==> config.mk <==
export PLATFORM = sky130hd
export DESIGN_NAME = train_led_tx
export DESIGN_NICKNAME = d
export VERILOG_FILES = /design/src/rtl/train_led_tx.sv
export SDC_FILE = /design/constraint.sdc
export NUM_CORES = 1
export LEC_CHECK = 0
export BUFFER_PORTS_ARGS = -buffer_cell sky130_fd_sc_hd__buf_2
export CORE_UTILIZATION = 35
export CTS_BUF_LIST = sky130_fd_sc_hd__clkbuf_8
export CTS_CLUSTER_SIZE = 25
export DETAILED_ROUTE_END_ITERATION = 6
export GPL_TIMING_DRIVEN = 0
export HOLD_SLACK_MARGIN = 0.06
export PLACE_DENSITY = 0.57
export SLEW_MARGIN = 10
export SYNTH_ARGS = -nofsm -noshare
export SYNTH_HDL_FRONTEND = slang
export SYNTH_SLANG_ARGS = --single-unit
==> constraint.sdc <==
create_clock -name clk -period 2.12 [get_ports clk]
set_input_delay 0.424 -clock clk [delete_from_list [all_inputs] [get_ports clk]]
set_output_delay 0.424 -clock clk [all_outputs]
set_load 0.02 [all_outputs]
==> src/rtl/train_led_tx.sv <==
// Serial transmitter for a chain of three-LED nodes using a pulse-width bit code.
// Each 12-bit node word goes out MSB first. A bit period starts high: the high time is long
// for a '1' and short for a '0', and the rest of the period is low. A one-word holding
// buffer lets the host queue the next word so that consecutive words stream with no gap.
// A frame ends with a long low latch gap.
// Supported parameter range: 1 <= T0H < T1H < TBIT and TLATCH >= 2*TBIT.
module train_led_tx #(
  parameter int unsigned T0H    = 2,
  parameter int unsigned T1H    = 6,
  parameter int unsigned TBIT   = 8,
  parameter int unsigned TLATCH = 64
) (
  input  logic        clk,
  input  logic        rst,
  input  logic [11:0] wr_data,
  input  logic        wr_last,
  input  logic        wr_valid,
  output logic        wr_ready,
  output logic        dout,
  output logic        busy,
  output logic        underrun
);

  localparam int unsigned CntMax = (TBIT > TLATCH) ? TBIT : TLATCH;
  localparam int unsigned CntW   = (CntMax > 1) ? $clog2(CntMax) : 1;

  // Terminal counts: the counter value seen in the final cycle of each phase.
  localparam logic [CntW-1:0] T0hEnd   = CntW'(T0H - 1);
  localparam logic [CntW-1:0] T1hEnd   = CntW'(T1H - 1);
  localparam logic [CntW-1:0] TbitEnd  = CntW'(TBIT - 1);
  localparam logic [CntW-1:0] LatchEnd = CntW'(TLATCH - 1);
  localparam logic [CntW-1:0] CntOne   = CntW'(1);

  typedef enum logic [1:0] {StIdle, StHigh, StLow, StLatch} state_e;

  state_e            state_q;
  logic [11:0]       buf_data_q;
  logic              buf_last_q;
  logic              buf_full_q;
  logic [11:0]       sr_q;
  logic              sr_last_q;
  logic [CntW-1:0]   bit_cnt_q;
  logic [3:0]        bit_idx_q;
  logic              dout_q;
  logic              underrun_q;

  logic              wr_fire;
  logic [CntW-1:0]   high_end;

  assign wr_fire  = wr_valid && !buf_full_q;
  // The current bit always sits in the MSB of the shift register.
  assign high_end = sr_q[11] ? T1hEnd : T0hEnd;

  // Holding buffer and transmit FSM share one block: a load empties the buffer and a write
  // fills it, and the two can never coincide because a write needs the buffer empty.
  always_ff @(posedge clk or negedge rst) begin
    if (!rst) begin
      state_q    <= StIdle;
      buf_data_q <= '0;
      buf_last_q <= 1'b0;
      buf_full_q <= 1'b0;
      sr_q       <= '0;
      sr_last_q  <= 1'b0;
      bit_cnt_q  <= '0;
      bit_idx_q  <= '0;
      dout_q     <= 1'b0;
      underrun_q <= 1'b0;
    end else begin
      underrun_q <= 1'b0;

      if (wr_fire) begin
        buf_data_q <= wr_data;
        buf_last_q <= wr_last;
        buf_full_q <= 1'b1;
      end

      unique case (state_q)
        StIdle: begin
          dout_q <= 1'b0;
          if (buf_full_q) begin
            sr_q       <= buf_data_q;
            sr_last_q  <= buf_last_q;
            buf_full_q <= 1'b0;
            bit_idx_q  <= '0;
            bit_cnt_q  <= '0;
            dout_q     <= 1'b1;
            state_q    <= StHigh;
          end
        end

        StHigh: begin
          bit_cnt_q <= bit_cnt_q + CntOne;
          if (bit_cnt_q == high_end) begin
            dout_q  <= 1'b0;
            state_q <= StLow;
          end
        end

        StLow: begin
          bit_cnt_q <= bit_cnt_q + CntOne;
          if (bit_cnt_q == TbitEnd) begin
            bit_cnt_q <= '0;
            if (bit_idx_q != 4'd11) begin
              sr_q      <= {sr_q[10:0], 1'b0};
              bit_idx_q <= bit_idx_q + 4'd1;
              dout_q    <= 1'b1;
              state_q   <= StHigh;
            end else if (!sr_last_q && buf_full_q) begin
              // Next word already queued: continue without any gap.
              sr_q       <= buf_data_q;
              sr_last_q  <= buf_last_q;
              buf_full_q <= 1'b0;
              bit_idx_q  <= '0;
              dout_q     <= 1'b1;
              state_q    <= StHigh;
            end else begin
              // Either a proper frame end or the host failed to keep up; both latch.
              underrun_q <= !sr_last_q;
              state_q    <= StLatch;
            end
          end
        end

        StLatch: begin
          bit_cnt_q <= bit_cnt_q + CntOne;
          if (bit_cnt_q == LatchEnd) begin
            bit_cnt_q <= '0;
            state_q   <= StIdle;
          end
        end

        default: begin
          state_q <= StIdle;
          dout_q  <= 1'b0;
        end
      endcase
    end
  end

  assign wr_ready = !buf_full_q;
  assign dout     = dout_q;
  assign busy     = (state_q != StIdle) || buf_full_q;
  assign underrun = underrun_q;

endmodule

==> metrics, run 1 <==
status finished clean; Clock H-tree levels 2; Post-Synth Simple-Gate Area 12.59%; TritonCTS Buffers 5; Worst-Margin Slew 913.5 ps; GR Overflow Total 0; mean area per synthesized cell 11.60 um2; post-route minimum period 2056 ps; Synth Area in Compound Gates 9.337%; Seq cells post-synth 41; WL final 3899 um; clk sinks 41; Setup crit end kind flip-flop; power per cell area 1479 nW/um2; critical-path maximum fanout 9; largest net degree at the start of global routing 42; Yosys cell types 38; Reg2Reg Setup Slack 60 ps; WL/cell 13.63 um; # hold bufs at CTS 0; sequential share of the synthesized area 49.40%; WP data arrival 2240 ps; Startpoint Class flip-flop; xor/xnor share of the synthesized area 2.108%; die span in y 79.04 um; Area growth syn-to-layout 18.55%; relative slew slack 39.10%; mapped cell area 2077 um2; antenna cells 0; Final nets 236; Clock Path Buffers 2; Port Buffers 19; Die X 79.04 um; DR vias 1409; post-synthesis adder-cell area fraction 4.217%; fin cells 286; initial antenna violation count 0; first-pass GRT wire length 6630 um; Worst Skew 4.161 ps; Hold Path Class input pin to asynchronous set/reset pin; Yosys warnings 0; number of global-route vias before repair 1351; final setup margin 63.58 ps; worst hold margin 255.8 ps; Ports 20; Req. time, crit path 2310 ps; Residual DRC 0; pre-CTS WS -292.8 ps; Synth top area share 49.40%; LEAKAGE 0.001063 uW; syn nets 202; Max Cap Viol 0; max-slew violations 0; worst reg2reg startpoint bit_cnt_q[3]; die area 6247 um2; TritonCTS clock tree done; Clock Pin Slew Worst Setup and Hold Paths 80 ps; multiplexer area fraction after synthesis 17.47%; post-synth top area cell dfrtp_1; Final Setup Violations 0; GPL Wtd Cong 0.7819; core area 5608 um2; initial core utilization 37.04%; top cells by area, synth dfrtp_1 (49%), mux2_2 (14%), ha_1 (4.2%); fin crit share 97.00%; drt first pass iters 4; Worst VDD drop 0.6774 mV; Reg2Reg Depth 6; Detailed Route Iter0 Violations 36; later-pin clock latency in the skew report 300 ps; layout cell share with drive strength beyond 1 35.98%; FF-to-FF End sr_q[7]; main combinational cell family by area after synthesis multiplexers; Tot GR Track Use 14.07%; Post-DRT Antenna Nets 0; number of instances in the placed design 270; row cnt 27; Post-DP HPWL 2634 um; Final Hold Vio Count 0; maximum clock rate 486.3 MHz; via/cell ratio 4.927; Synth Instances 179; Root Driver clkbuf_8; Setup Crit Path Kind flip-flop to flip-flop
==> cells by family after synthesis <==
logic type	after synthesis
simple gates	46
flops	41
mux	31
compound gates	27
buf+inv	22
fa+ha+maj	7
xor+xnor	5
==> metal layers <==
layer  track usage [%]  wire length (um)  vias up
met5                 0                 0        -
met4             3.273                29        0
met3             4.828               115        4
met2             21.98              1778       17
met1             18.73              1976      684
li1                  -                 -      704
==> per-stage QoR <==
step / instance area [um2] / utilization, % / setup TNS [ps] / power [uW]
after floorplan: 2077 / - / 0 / 2533
after global placement: 2262 / 40.34 / -2831 / 2858
after detailed placement: 2262 / 40.34 / -2974 / 2876
after CTS: 2400 / 42.79 / 0 / 3587
after global routing: 2462 / 43.91 / -0.3177 / 3911
final: 2462 / 43.91 / 0 / 3642
==> worst max path at each step <==
stage          slack, ps         start        to  cells after the start
2_1_floorplan        110    state_q[0]  sr_q[10]                      8
3_3_place_gp        -280    state_q[0]   sr_q[7]                      7
3_5_place_dp        -290    state_q[0]   sr_q[7]                      7
4_1_cts                4    state_q[0]   sr_q[9]                      8
5_1_grt             -0.3  bit_cnt_q[3]   sr_q[3]                      6
6_report              60  bit_cnt_q[3]   sr_q[7]                      6
==> layout by cell type, fill, tap and decap left out, types with 2 or more instances in the layout <==
cell / synthesis / routed
o21ai_0: 6 / 5
clkbuf_8: 0 / 5
o21bai_1: 2 / 2
nand3_1: 4 / 4
clkbuf_1: 7 / 3
nor3_1: 4 / 4
nor4_1: 4 / 4
buf_6: 1 / 2
nor2_1: 5 / 5
o21a_1: 4 / 4
nand2_1: 12 / 12
o31ai_1: 5 / 5
dfrtp_1: 41 / 40
mux2_2: 26 / 26
or4_1: 5 / 5
nor2b_1: 3 / 3
buf_2: 0 / 19
o221a_2: 2 / 2
ha_1: 7 / 6
buf_4: 0 / 10
nand4b_1: 2 / 2
xnor2_1: 4 / 4
mux2_4: 4 / 4
inv_1: 13 / 14
==> what timing repair did <==
action | CTS | global route
cloned | 0 | 0
pin swaps | 1 | 2
endpoints found under the setup margin | 20 | 13
setup buffers | 2 | 7
resized for setup | 7 | 7
==> cell type report <==
cell class / instances / area (um2)
fill: 576 / 3146
sequential: 41 / 1027
multi-input combinational: 116 / 958.4
timing repair buffer: 28 / 166.4
tap: 72 / 90.09
clock buffer: 5 / 68.82
buffer: 8 / 60.06
inverter: 13 / 48.80
clock inverter: 3 / 42.54
==> sequential cells by signal, summed over array words and instances, names as in the netlist <==
signal and flops:
sr_last_q 1, bit_cnt_q 6, bit_idx_q 4, sr_q 12
state_q 2, underrun 1, buf_full_q 1, buf_last_q 1
buf_data_q 12, dout 1
==> synth_stat cells <==
cell type / instances
nor2b_1: 3
o31ai_1: 5
nand2b_1: 2
mux2_2: 26
clkbuf_1: 7
a21oi_1: 1
nand3_1: 4
xor2_1: 1
o32ai_1: 1
dfrtp_1: 41
or3_1: 1
nand4b_1: 2
o22ai_1: 1
inv_1: 13
o21bai_1: 2
o221a_2: 2
nand4_1: 1
a211oi_1: 1
a2bb2oi_1: 1
nand2_1: 12
xnor2_1: 4
buf_6: 1
a2111oi_0: 1
or4_1: 5
a31oi_1: 1
nor4_1: 4
buf_8: 1
o21ai_0: 6
and3b_1: 1
nor2_1: 5
nor4b_1: 1
nor3_1: 4
mux2_4: 4
mux2i_1: 1
o21a_1: 4
nor3_4: 1
ha_1: 7
a21boi_1: 1
==> critical path, stage by stage (launching register included) <==
cell and delay (ps):
dfrtp_2 440, or3_1 400, o21a_1 190, buf_6 140, nor3_4 290, buf_6 160
mux2_2 320
==> where the power goes <==
part	internal, uW	leakage [uW]	switching [uW]	total [uW]
clock network	349	0.0000595	288	637
registers	1100	0.000502	185	1280
logic	965	0.000501	758	1720
Power figures use the tool's default switching activity.
==> run 2, diff against run 1 <==
- PLACE_DENSITY: 0.57 -> 0.55
- clock period: 2.12 -> 2.25 ns (I/O delays scaled with it)
==> run 2 against run 1 <==
Effect of this change: die area is the same; clock power shrank 7.4%; critical path depth grew 2; worst setup slack gained 82 ps; utilization shrank 0.83 points; clock-buffer cell count is the same; cell count shrank 1.4%; sequential share of layout area grew 0.75 points; combinational power shrank 9%; register-to-register slack gained 80 ps; power shrank 7.6%; critical path type unchanged; largest cell class unchanged.
==> metrics, run 2 (synthesis gave the netlist of run 1 again) <==
max-slew violations 0 (unchanged); WP data arrival 2290 ps (was 2240 ps); WL/cell 13.56 um (was 13.63 um); Worst-Margin Slew 889.4 ps (was 913.5 ps); core area 5608 um2 (unchanged); Residual DRC 0 (unchanged); TritonCTS clock tree done (unchanged); Clock Path Buffers 2 (unchanged); Ports 20 (unchanged); Final nets 232 (was 236); Worst path top cell family by delay simple AND/OR/NAND/NOR gates (unchanged); maximum clock rate 475.2 MHz (was 486.3 MHz); WL final 3824 um (was 3899 um); initial antenna violation count 0 (unchanged); first-pass GRT wire length 6658 um (was 6630 um); DR WL met2 1835 um (was 1778 um); DR vias 1395 (was 1409); DR top layer met4 (unchanged); Crit path largest cell delay 400 ps (was 440 ps); Setup Crit Path Kind flip-flop to flip-flop (unchanged); die span in y 79.04 um (unchanged); largest net degree at the start of global routing 42 (unchanged); Post-DRT Antenna Nets 0 (unchanged); Req. time, crit path 2440 ps (was 2310 ps); Final Hold Vio Count 0 (unchanged); Max Cap Viol 0 (unchanged); Port Buffers 19 (unchanged); commonest non-fill, non-tap cell in the layout dfrtp_1 (unchanged); most frequent cells in the layout dfrtp_1 (41), mux2_2 (26), buf_2 (19) (was dfrtp_1 (40), mux2_2 (26), buf_2 (19)); Worst Skew 4.640 ps (was 4.161 ps); Die X 79.04 um (unchanged); relative slew slack 40.71% (was 39.10%); Final Setup Violations 0 (unchanged); Root Driver clkbuf_8 (unchanged); status finished clean (unchanged); highest-delay cell along the critical path dfrtp_1 (was dfrtp_2); GR Overflow Total 0 (unchanged); Largest regs buf_data_q: 12 flops, sr_q: 12 flops, bit_cnt_q: 6 flops (unchanged); power per cell area 1393 nW/um2 (was 1479 nW/um2); TritonCTS Buffers 5 (unchanged); initial core utilization 37.04% (unchanged); row cnt 27 (unchanged); clk sinks 41 (unchanged); critical-path maximum fanout 10 (was 9); drt first pass iters 4 (unchanged); # hold bufs at CTS 0 (unchanged); crit-path cells inv_1 > ha_1 > clkbuf_2 > nand4b_1 > a21oi_2 > nor3_4 > buf_4 > mux2_2 (was or3_1 > o21a_1 > buf_6 > nor3_4 > buf_6 > mux2_2); Worst VDD drop 0.7754 mV (was 0.6774 mV); fin crit share 93.53% (was 97.00%); Area growth syn-to-layout 16.33% (was 18.55%); FILL cells 578 (was 576); Setup crit end kind flip-flop (unchanged); LEAKAGE 0.001039 uW (was 0.001063 uW); Worst Path Buf+Inv 3 (was 2); GPL Wtd Cong 0.7513 (was 0.7819); Startpoint Class flip-flop (unchanged); Sum Neg Setup Slack 0 ps (unchanged); die area 6247 um2 (unchanged); number of instances in the placed design 270 (unchanged); Post-DP HPWL 2714 um (was 2634 um); antenna cells 0 (unchanged); Met3 Wirelength 97 um (was 115 um); layout cell share with drive strength beyond 1 32.86% (was 35.98%); Detailed Route Iter0 Violations 40 (was 36); Clock H-tree levels 2 (unchanged); Tot GR Track Use 13.82% (was 14.07%); number of global-route vias before repair 1404 (was 1351); later-pin clock latency in the skew report 290 ps (was 300 ps); Clock Pin Slew Worst Setup and Hold Paths 80 ps (about the same); M1 WL 1846 um (was 1976 um); via/cell ratio 4.947 (was 4.927); post-route minimum period 2104 ps (was 2056 ps); Hold Path Class input pin to asynchronous set/reset pin (unchanged); fin cells 282 (was 286)
## run 2: area by class of cell
cell class                      instances  area (um2)  area share (%)
Multi-Input combinational cell        116       953.4           39.46
Sequential cell                        41        1026           42.46
Tap cell                               72       90.09           3.729
Clock buffer                            5       68.82           2.848
Buffer                                  9       61.31           2.538
Clock inverter                          3       42.54           1.761
Timing Repair Buffer                   23       125.1           5.179
Inverter                               13       48.80           2.020
## run 2: final timing paths
check,slack (ps),endpoint,from,cells after the start
worst max-delay path,150,sr_q[3],state_q[0],8
worst min-delay path,280,state_q[0],rst,1
worst max register to register,150,sr_q[3],state_q[0],8
worst min register to register,510,buf_data_q[8],buf_data_q[8],1
max in group asynchronous,1420,buf_data_q[2],rst,1
min in group clk,370,buf_full_q,wr_valid,2
## run 2: per-stage QoR
stage	hold slack (ps)	setup slack [ps]	total power [uW]	utilization [%]	area, um2
2_1_floorplan	154.4	244.6	2387	-	2077
3_3_place_gp	490.4	-144.5	2694	40.34	2262
3_5_place_dp	491.2	-139.3	2717	40.34	2262
4_1_cts	312.6	25.65	3327	42.39	2377
5_1_grt	362.6	-8.858	3629	43.08	2416
6_report	275.2	145.6	3366	43.08	2416
## run 2: metal layers
layer | track usage [%] | vias to the layer above
met5 | 0 | -
li1 | - | 701
met4 | 3.818 | 0
met3 | 3.448 | 5
met2 | 22.33 | 20
met1 | 18.35 | 669
## run 2: report_power, final
group          switching [uW]  internal (uW)  leakage, uW
logic                     708            865     0.000476
clock network             262            329    0.0000595
registers                 168           1030     0.000504
## run 2: timing repair
item / CTS / global route
setup endpoints to repair: 10 / 7
resized for setup: 3 / 5
pin swaps: 0 / 2
buffers inserted: 0 / 4
## run 2: worst reg2reg max path: cells and delay by family, from the launching register on
family | cells | cell delay (ps)
compound gates | 1 | 80
fa+ha+maj | 1 | 220
buf+inv | 3 | 460
flops | 1 | 400
mux | 1 | 320
simple gates | 2 | 510
==> run 3, diff against run 2 <==
- PLACE_DENSITY: 0.55 -> 0.57
==> run 3 against run 2 <==
Effect of this change: wire length rose by 1.3%; global-route usage rose by 0.20 points; clock-buffer cell count did not move; cell area fell by 0.93%; fmax fell by 0.97%; via count fell by 0.65%; sequential share of layout area rose by 0.40 points; clock power rose by 2%; critical endpoint is now sr_q[8]; largest power group unchanged.
==> metrics, run 3 (synthesis gave the netlist of run 1 again) <==
status finished clean (unchanged); Startpoint Class flip-flop (unchanged); Crit path largest cell delay 410 ps (was 400 ps); Worst Path Buf+Inv 3 (unchanged); maximum clock rate 470.6 MHz (was 475.2 MHz); Post-DRT Antenna Nets 0 (unchanged); fin crit share 94.45% (was 93.53%); Final Hold Vio Count 0 (unchanged); LEAKAGE 0.001024 uW (was 0.001039 uW); worst hold margin 273.3 ps (was 275.2 ps); drt first pass iters 4 (unchanged); Multi-input gate area 953.4 um2 (unchanged); unrepaired setup endpoints after global routing false; WP data arrival 2310 ps (was 2290 ps); worst reg2reg startpoint state_q[0] (unchanged); via/cell ratio 4.968 (was 4.947); Worst Skew 5.432 ps (was 4.640 ps); row cnt 27 (unchanged); Max Cap Viol 0 (unchanged); Final Util 42.68% (was 43.08%); crit path from state_q[0] (unchanged); layout cell share with drive strength beyond 1 31.88% (was 32.86%); post-route minimum period 2125 ps (was 2104 ps); initial antenna violation count 0 (unchanged); number of global-route vias before repair 1344 (was 1404); largest net degree at the start of global routing 42 (unchanged); most frequent cells in the layout dfrtp_1 (41), mux2_2 (26), buf_2 (19) (unchanged); initial core utilization 37.04% (unchanged); Post-DP HPWL 2634 um (was 2714 um); Die X 79.04 um (unchanged); power per cell area 1387 nW/um2 (was 1393 nW/um2); Worst VDD drop 0.6562 mV (was 0.7754 mV); TritonCTS clock tree done (unchanged); die area 6247 um2 (unchanged); Req. time, crit path 2440 ps (about the same); GR Overflow Total 0 (unchanged); Tot GR Track Use 14.03% (was 13.82%); Ports 20 (unchanged); Clock H-tree levels 2 (unchanged); core area 5608 um2 (unchanged); relative slew slack 40.01% (was 40.71%); Reg2Reg Setup Slack 120 ps (was 150 ps); critical-path maximum fanout 10 (unchanged); highest-delay cell along the critical path dfrtp_1 (unchanged); TritonCTS Buffers 5 (unchanged); crit-path cells inv_1 > ha_1 > clkbuf_2 > nand2b_1 > clkbuf_4 > mux2_2 > mux2_4 (was inv_1 > ha_1 > clkbuf_2 > nand4b_1 > a21oi_2 > nor3_4 > buf_4 > mux2_2); Reg2Reg Depth 7 (was 8); clk sinks 41 (unchanged); Residual DRC 0 (unchanged); FILL cells 585 (was 578); Levels on crit path 7 (was 8); Final nets 229 (was 232); Detailed Route Iter0 Violations 40 (unchanged); GPL Wtd Cong 0.7819 (was 0.7513); Worst path top cell family by delay multiplexers (was simple AND/OR/NAND/NOR gates); Setup Crit Path Kind flip-flop to flip-flop (unchanged); Port Buffers 19 (unchanged); pre-CTS WS -162.8 ps (was -139.3 ps); WL final 3874 um (was 3824 um); Clock Pin Slew Worst Setup and Hold Paths 80 ps (about the same); Final Setup Violations 0 (unchanged); Largest regs buf_data_q: 12 flops, sr_q: 12 flops, bit_cnt_q: 6 flops (unchanged); die span in y 79.04 um (unchanged); later-pin clock latency in the skew report 300 ps (was 290 ps); final setup margin 124.9 ps (was 145.6 ps); antenna cells 0 (unchanged); Worst-Margin Slew 899.9 ps (was 889.4 ps); max-slew violations 0 (unchanged); Area growth syn-to-layout 15.24% (was 16.33%); commonest non-fill, non-tap cell in the layout dfrtp_1 (unchanged); first-pass GRT wire length 6630 um (was 6658 um); Setup crit end kind flip-flop (unchanged); DR vias 1386 (was 1395); Clock Path Buffers 2 (unchanged); Hold Path Class input pin to asynchronous set/reset pin (unchanged); Root Driver clkbuf_8 (unchanged); sequential cell area 1026 um2 (unchanged); WL/cell 13.89 um (was 13.56 um)
run 3: worst paths after layout:
path	end
min reg2reg	dout
min in group clk	buf_last_q
max in group asynchronous	bit_idx_q[2]
max reg2reg	sr_q[8]
min	state_q[0]
max	sr_q[8]
run 3: power by group:
group	total, uW	switching, uW	internal, uW
Sequential	1200	168	1030
Combinational	1520	703	815
Clock	600	271	329
Total	3320	1140	2180
run 3: final cells by class:
cell class | count | share of cell area (%)
buffer | 9 | 2.561
sequential | 41 | 42.86
tap | 72 | 3.764
clock inverter | 3 | 1.777
clock buffer | 5 | 2.875
inverter | 13 | 2.039
timing repair buffer | 20 | 4.286
multi-input combinational | 116 | 39.83
run 3: per-stage QoR:
stage | cell area, um2 | TNS, ps | std cells | power (uW)
final | 2394 | 0 | 279 | 3319
after global routing | 2394 | 0 | 279 | 3564
after CTS | 2377 | 0 | 278 | 3324
after detailed placement | 2262 | -1160 | 270 | 2710
after global placement | 2262 | -1115 | 270 | 2693
after floorplan | 2077 | 0 | 179 | 2387
run 3: layer usage:
| layer | part of all wire, % | track usage [%] |
|---|---|---|
| met2 | 45 | 21.90 |
| met1 | 50 | 18.65 |
| met5 | 0 | 0 |
| met4 | 0.80 | 3.273 |
| met3 | 3.5 | 4.828 |
run 3: timing repair:
| action | in CTS | in global routing |
|---|---|---|
| setup endpoints to repair | 11 | 12 |
| pin swaps | 0 | 1 |
| gates resized for setup | 3 | 6 |
| hold buffers | 0 | 0 |
| setup buffers | 0 | 1 |
